File: src/rtl/mac_cfg_master.sv
// -----------------------------------------------------------------------------
// mac_cfg_master
// Initiator for the hwpe_ctrl peripheral protocol. It programs and runs one
// MAC job on the MAC control slave. The sequence per job is:
//   1. Acquire a context (retry while the slave is busy).
//   2. Write the job registers.
//   3. Trigger the job.
//   4. Poll STATUS until idle, or until the poll budget runs out.
//   5. Read the engine counter from debug space.
//   6. Return a completion record.
//
// Ports
//   clk_i, rst_i           clock, synchronous active-high reset
//   job_valid_i/ready_o    job descriptor handshake
//   job_regs_i             N_JOB_REGS x 32b register image, sampled on accept
//   done_valid_o/ready_i   completion record handshake
//   done_ctx_o             context id granted by ACQUIRE
//   done_cnt_o             engine counter (0 on timeout)
//   done_err_o             STATUS poll timeout flag
//   periph_*               hwpe periph request/response channel
// -----------------------------------------------------------------------------
module mac_cfg_master #(
    parameter int unsigned N_JOB_REGS   = 8,
    parameter logic [31:0] BASE_ADDR    = 32'h0,
    parameter logic [31:0] JOB_OFFS     = 32'h40,
    parameter int unsigned ID_WIDTH     = 10,
    parameter int unsigned ID           = 10,
    parameter int unsigned RETRY_GAP    = 4,
    parameter int unsigned POLL_TIMEOUT = 65535
) (
    input  logic                    clk_i,
    input  logic                    rst_i,
    input  logic                    job_valid_i,
    output logic                    job_ready_o,
    input  logic [N_JOB_REGS*32-1:0] job_regs_i,
    output logic                    done_valid_o,
    input  logic                    done_ready_i,
    output logic [7:0]              done_ctx_o,
    output logic [31:0]             done_cnt_o,
    output logic                    done_err_o,
    output logic                    periph_req_o,
    input  logic                    periph_gnt_i,
    output logic [31:0]             periph_add_o,
    output logic                    periph_wen_o,
    output logic [3:0]              periph_be_o,
    output logic [31:0]             periph_data_o,
    output logic [ID_WIDTH-1:0]     periph_id_o,
    input  logic [31:0]             periph_r_data_i,
    input  logic                    periph_r_valid_i,
    input  logic [ID_WIDTH-1:0]     periph_r_id_i
);

    localparam logic [3:0] S_IDLE     = 4'd0;
    localparam logic [3:0] S_ACQ      = 4'd1;
    localparam logic [3:0] S_ACQ_GAP  = 4'd2;
    localparam logic [3:0] S_WR       = 4'd3;
    localparam logic [3:0] S_TRIG     = 4'd4;
    localparam logic [3:0] S_POLL     = 4'd5;
    localparam logic [3:0] S_POLL_GAP = 4'd6;
    localparam logic [3:0] S_DBG      = 4'd7;
    localparam logic [3:0] S_DONE     = 4'd8;

    localparam logic [4:0]  LAST_IDX  = 5'(N_JOB_REGS - 1);
    localparam logic [15:0] GAP_LAST  = 16'(RETRY_GAP - 1);
    localparam logic [15:0] POLL_LAST = 16'(POLL_TIMEOUT);

    logic [3:0]  state_reg,    state_next;
    logic        wait_rsp_reg, wait_rsp_next;
    logic [4:0]  wr_idx_reg,   wr_idx_next;
    logic [15:0] gap_cnt_reg,  gap_cnt_next;
    logic [15:0] poll_cnt_reg, poll_cnt_next;
    logic [7:0]  ctx_reg,      ctx_next;
    logic [31:0] cnt_reg,      cnt_next;
    logic        err_reg,      err_next;

    logic [31:0] job_regs_reg [N_JOB_REGS];

    logic        accept;
    logic        rsp;
    logic        req_state;
    logic        shift_en;
    logic [15:0] poll_inc;

    // The response id carries no information for a single-outstanding master.
    logic unused_rid;
    assign unused_rid = ^periph_r_id_i;

    assign job_ready_o = (state_reg == S_IDLE) && !rst_i;
    assign accept      = job_valid_i && job_ready_o;

    assign req_state = (state_reg == S_ACQ)  || (state_reg == S_WR) ||
                       (state_reg == S_TRIG) || (state_reg == S_POLL) ||
                       (state_reg == S_DBG);

    // The request drops in the reset cycle itself, not one cycle later.
    assign periph_req_o = req_state && !wait_rsp_reg && !rst_i;

    // A response only counts while a granted transaction is open.
    // This filters out a stray r_valid that arrives after a reset.
    assign rsp      = wait_rsp_reg && periph_r_valid_i;
    assign shift_en = (state_reg == S_WR) && rsp;
    assign poll_inc = poll_cnt_reg + 16'd1;

    assign periph_be_o  = 4'hF;
    assign periph_id_o  = ID_WIDTH'(ID);
    assign done_valid_o = (state_reg == S_DONE);
    assign done_ctx_o   = ctx_reg;
    assign done_cnt_o   = cnt_reg;
    assign done_err_o   = err_reg;

    // Job register image as a shift register. Slot 0 always holds the
    // next word to write, so the write data needs no variable index.
    genvar gi;
    generate
        for (gi = 0; gi < N_JOB_REGS; gi++) begin : g_job
            if (gi < N_JOB_REGS - 1) begin : g_mid
                always_ff @(posedge clk_i) begin
                    if (rst_i) begin
                        job_regs_reg[gi] <= '0;
                    end else if (accept) begin
                        job_regs_reg[gi] <= job_regs_i[gi*32 +: 32];
                    end else if (shift_en) begin
                        job_regs_reg[gi] <= job_regs_reg[gi+1];
                    end
                end
            end else begin : g_last
                always_ff @(posedge clk_i) begin
                    if (rst_i) begin
                        job_regs_reg[gi] <= '0;
                    end else if (accept) begin
                        job_regs_reg[gi] <= job_regs_i[gi*32 +: 32];
                    end else if (shift_en) begin
                        job_regs_reg[gi] <= '0;
                    end
                end
            end
        end
    endgenerate

    // Request payload is a pure function of state.
    // It therefore stays stable while the request waits for its grant.
    always_comb begin
        periph_add_o  = '0;
        periph_wen_o  = 1'b1;
        periph_data_o = '0;
        case (state_reg)
            S_ACQ:  periph_add_o = BASE_ADDR + 32'h4;
            S_WR: begin
                periph_add_o  = BASE_ADDR + JOB_OFFS + {25'd0, wr_idx_reg, 2'b00};
                periph_wen_o  = 1'b0;
                periph_data_o = job_regs_reg[0];
            end
            S_TRIG: begin
                periph_add_o = BASE_ADDR;
                periph_wen_o = 1'b0;
            end
            S_POLL: periph_add_o = BASE_ADDR + 32'hC;
            S_DBG:  periph_add_o = BASE_ADDR + 32'h1004;
            default: ;
        endcase
    end

    always_comb begin
        state_next    = state_reg;
        wait_rsp_next = wait_rsp_reg;
        wr_idx_next   = wr_idx_reg;
        gap_cnt_next  = gap_cnt_reg;
        poll_cnt_next = poll_cnt_reg;
        ctx_next      = ctx_reg;
        cnt_next      = cnt_reg;
        err_next      = err_reg;

        if (periph_req_o && periph_gnt_i) begin
            wait_rsp_next = 1'b1;
        end
        if (rsp) begin
            wait_rsp_next = 1'b0;
        end

        case (state_reg)
            S_IDLE: begin
                if (accept) begin
                    state_next    = S_ACQ;
                    wait_rsp_next = 1'b0;
                    wr_idx_next   = '0;
                    gap_cnt_next  = '0;
                    poll_cnt_next = '0;
                    err_next      = 1'b0;
                end
            end
            S_ACQ: begin
                if (rsp) begin
                    if (periph_r_data_i[31]) begin
                        state_next   = S_ACQ_GAP;
                        gap_cnt_next = '0;
                    end else begin
                        state_next  = S_WR;
                        ctx_next    = periph_r_data_i[7:0];
                        wr_idx_next = '0;
                    end
                end
            end
            S_ACQ_GAP: begin
                if (gap_cnt_reg == GAP_LAST) begin
                    state_next = S_ACQ;
                end else begin
                    gap_cnt_next = gap_cnt_reg + 16'd1;
                end
            end
            S_WR: begin
                if (rsp) begin
                    if (wr_idx_reg == LAST_IDX) begin
                        state_next = S_TRIG;
                    end else begin
                        wr_idx_next = wr_idx_reg + 5'd1;
                    end
                end
            end
            S_TRIG: begin
                if (rsp) begin
                    state_next = S_POLL;
                end
            end
            S_POLL: begin
                if (rsp) begin
                    poll_cnt_next = poll_inc;
                    if (!periph_r_data_i[0]) begin
                        state_next = S_DBG;
                    end else if (poll_inc == POLL_LAST) begin
                        // Budget exhausted while still busy: report without a DBG read.
                        state_next = S_DONE;
                        err_next   = 1'b1;
                        cnt_next   = '0;
                    end else begin
                        state_next   = S_POLL_GAP;
                        gap_cnt_next = '0;
                    end
                end
            end
            S_POLL_GAP: begin
                if (gap_cnt_reg == GAP_LAST) begin
                    state_next = S_POLL;
                end else begin
                    gap_cnt_next = gap_cnt_reg + 16'd1;
                end
            end
            S_DBG: begin
                if (rsp) begin
                    state_next = S_DONE;
                    cnt_next   = periph_r_data_i;
                end
            end
            S_DONE: begin
                if (done_ready_i) begin
                    state_next = S_IDLE;
                end
            end
            default: state_next = S_IDLE;
        endcase
    end

    always_ff @(posedge clk_i) begin
        if (rst_i) begin
            state_reg    <= S_IDLE;
            wait_rsp_reg <= 1'b0;
            wr_idx_reg   <= '0;
            gap_cnt_reg  <= '0;
            poll_cnt_reg <= '0;
            ctx_reg      <= '0;
            cnt_reg      <= '0;
            err_reg      <= 1'b0;
        end else begin
            state_reg    <= state_next;
            wait_rsp_reg <= wait_rsp_next;
            wr_idx_reg   <= wr_idx_next;
            gap_cnt_reg  <= gap_cnt_next;
            poll_cnt_reg <= poll_cnt_next;
            ctx_reg      <= ctx_next;
            cnt_reg      <= cnt_next;
            err_reg      <= err_next;
        end
    end

endmodule

File: config.mk
export PLATFORM = sky130hd
export DESIGN_NAME = mac_cfg_master
export DESIGN_NICKNAME = d
export VERILOG_FILES = /design/src/rtl/mac_cfg_master.sv
export SDC_FILE = /design/constraint.sdc
export NUM_CORES = 1
export LEC_CHECK = 0
export CORE_MARGIN = 1.5
export CORE_UTILIZATION = 48
export CTS_CLUSTER_SIZE = 25
export DETAILED_ROUTE_END_ITERATION = 8
export PLACE_DENSITY_LB_ADDON = 0.12
export SLEW_MARGIN = 20
export SYNTH_ARGS = -nofsm -noshare
export SYNTH_HDL_FRONTEND = slang
export SYNTH_SLANG_ARGS = --single-unit
File: constraint.sdc
create_clock -name clk_i -period 24.6 [get_ports clk_i]
set_input_delay 4.92 -clock clk_i [delete_from_list [all_inputs] [get_ports clk_i]]
set_output_delay 4.92 -clock clk_i [all_outputs]
set_load 0.01 [all_outputs]
==> metrics <==
share of cells above drive strength 1 0.0619; TNS Setup 0 ns; worst vdd ir 0.0548 mV; final setup violation count 0; Area growth, synth to finish 35.4%; synthesized flop and latch total 339; Worst EP arrival 6.26 ns; nets@finish 1735; Inst Count DP 1779; Warnings, synthesis 0; Die H 177 um; most frequent cells in the layout clkdlybuf4s50_1, a22o_1, edfxtp_1; GRT overflow 0; Pins Over Slew Limit 0; Mapped Area 14500 um^2; initial antenna violation count 4; die width 177 um; CP Launch Type input pin; initial drt markers 754; Post-synth EDFFs 256; # DRC 0; XOR/XNOR Fraction of Synth Area 0.00303; # H-tree levels 2; clk_lat worst skew 0.52 ns; Relative slew margins 0.306; Final HPWL DP 22900 um; CTS tree built; Post-Synth Simple-Gate Area 0.0927; Main synth FF type edfxtp_1; core area 29600 um^2; # clock sinks 339; Post-CTS Resized 0; outcome complete, no violations; PortBufs 377; FFs w/ async S/R, synth 0; top-area cell type share of the netlist area 0.532; ranking of synthesized cells by area edfxtp_1, a22o_1, dfxtp_1; Pre-antenna DRT Iters 5; global-route wire length before repair 50900 um; Site Rows 63; main combinational cell family by area after synthesis compound AO/OA/AOI/OAI gates; Hold Vio Cnt, Final 0; area leader, netlist edfxtp_1; clk root buf clkbuf_16; Final period util 0.454; CP Max Fanout 61; Synth Area in Compound Gates 0.203; placed instance area 18400 um^2; Final Cell Area 19600 um^2; WL per Instance 18.1 um; Gate Count Post-Synth 1084; largest net degree at the start of global routing 119; fmax 89.5 MHz; Period minus WS final 11.18 ns; clock tree buffer depth 3; Finished Layout Cells 1849; GP Congestion 0.827; I/O pin total 427; CTS Buf Count 36; Avg Inst Size Synth 13.3 um^2; HP Class register to register; via/cell ratio 5.43; gr usage total 0.207; Post-Synth Adder-Cell Area 0.00346; total wire length 33500 um; Starting Density 0.488; pwr dens 73.7 nW/um^2; most common cell after layout, fill and taps aside clkdlybuf4s50_1; number of global-route vias before repair 9465; CP Class input pin to output pin; Netlist cell types 58; Setup Skew 0.0120 ns; post-CTS setup buffers 0; sequential share of the synthesized area 0.647; Lkg Pwr 7.10 nW; hold_buf cts 0; total power 1.44 mW; critical path endpoint category output pin; worst slew pin tran 1.04 ns; mux contribution to synthesized area 0.00701; vias 10000; maxcap violations 0; WP data required 19.68 ns; remaining antenna violation count after routing 0; die area 31200 um^2; Worst-path clk slew 0.06 ns; Largest register FFs 256; RSZ-0062 raised after global routing no
## synthesized netlist by cell type, types with 7 or more instances
cell      instances
mux2i_1           9
a311oi_1         12
nand2_1          36
a21oi_1          29
buf_1             7
nand4_1           8
a22o_1          256
edfxtp_1        256
dfxtp_1          83
and2_1           70
buf_4            39
nand3_1          12
nor2_1           56
nor3_1           10
nand2b_1         10
o21ai_0          20
clkbuf_1         72
## area by class of cell
| type | count | area (um^2) |
|---|---|---|
| Antenna cell | 4 | 10.0 |
| Clock buffer | 45 | 976 |
| Clock inverter | 21 | 183 |
| Fill cell | 2238 | 10100 |
| Inverter | 4 | 15.0 |
| Multi-Input combinational cell | 655 | 4670 |
| Sequential cell | 339 | 9350 |
| Tap cell | 390 | 488 |
| Timing Repair Buffer | 391 | 3880 |
## through the flow
| step | hold WS [ns] | utilization | setup WS [ns] |
|---|---|---|---|
| after floorplan | 0.448 | - | 2.81 |
| after global placement | 0.442 | 0.621 | 13.43 |
| after detailed placement | 0.454 | 0.621 | 13.42 |
| after CTS | 0.462 | 0.660 | 13.42 |
| after global routing | 0.492 | 0.660 | 13.34 |
| final | 0.462 | 0.660 | 13.42 |
## metal layers
metal | global-route usage | vias to the layer above | share of wire
li1 | - | 4862 | -
met1 | 0.270 | 4745 | 0.42
met2 | 0.335 | 377 | 0.48
met3 | 0.0495 | 62 | 0.070
met4 | 0.0798 | 0 | 0.029
met5 | 0 | - | 0
## kinds of logic after synthesis
logic type	after synthesis
buffers and inverters	127
AND/OR/NAND/NOR	244
flip-flops	339
AO/OA/AOI/OAI	353
other	2
XOR/XNOR	5
adder cells (fa/ha/maj)	4
multiplexers	10
## critical path, cell delays in order
cell	delay (ns)
buf_2	0.07
buf_4	0.56
nor3b_1	0.12
clkdlybuf4s50_1	0.53
## worst paths after layout
check / cells past startpoint / end / startpoint / slack (ns)
setup reg to reg: 7 / job_regs_reg[0][0] / state_reg[2] / 20.50
hold / removal: 2 / done_err_o / done_err_o / 0.46
setup / recovery: 4 / periph_req_o / rst_i / 13.42
hold reg to reg: 2 / done_err_o / done_err_o / 0.46
## report_power, final
group	total, mW	internal (mW)	switching [mW]
Clock	0.528	0.314	0.214
Sequential	0.724	0.701	0.0231
Combinational	0.190	0.0937	0.0965
Total	1.44	1.11	0.334
Power figures use the tool's default switching activity.
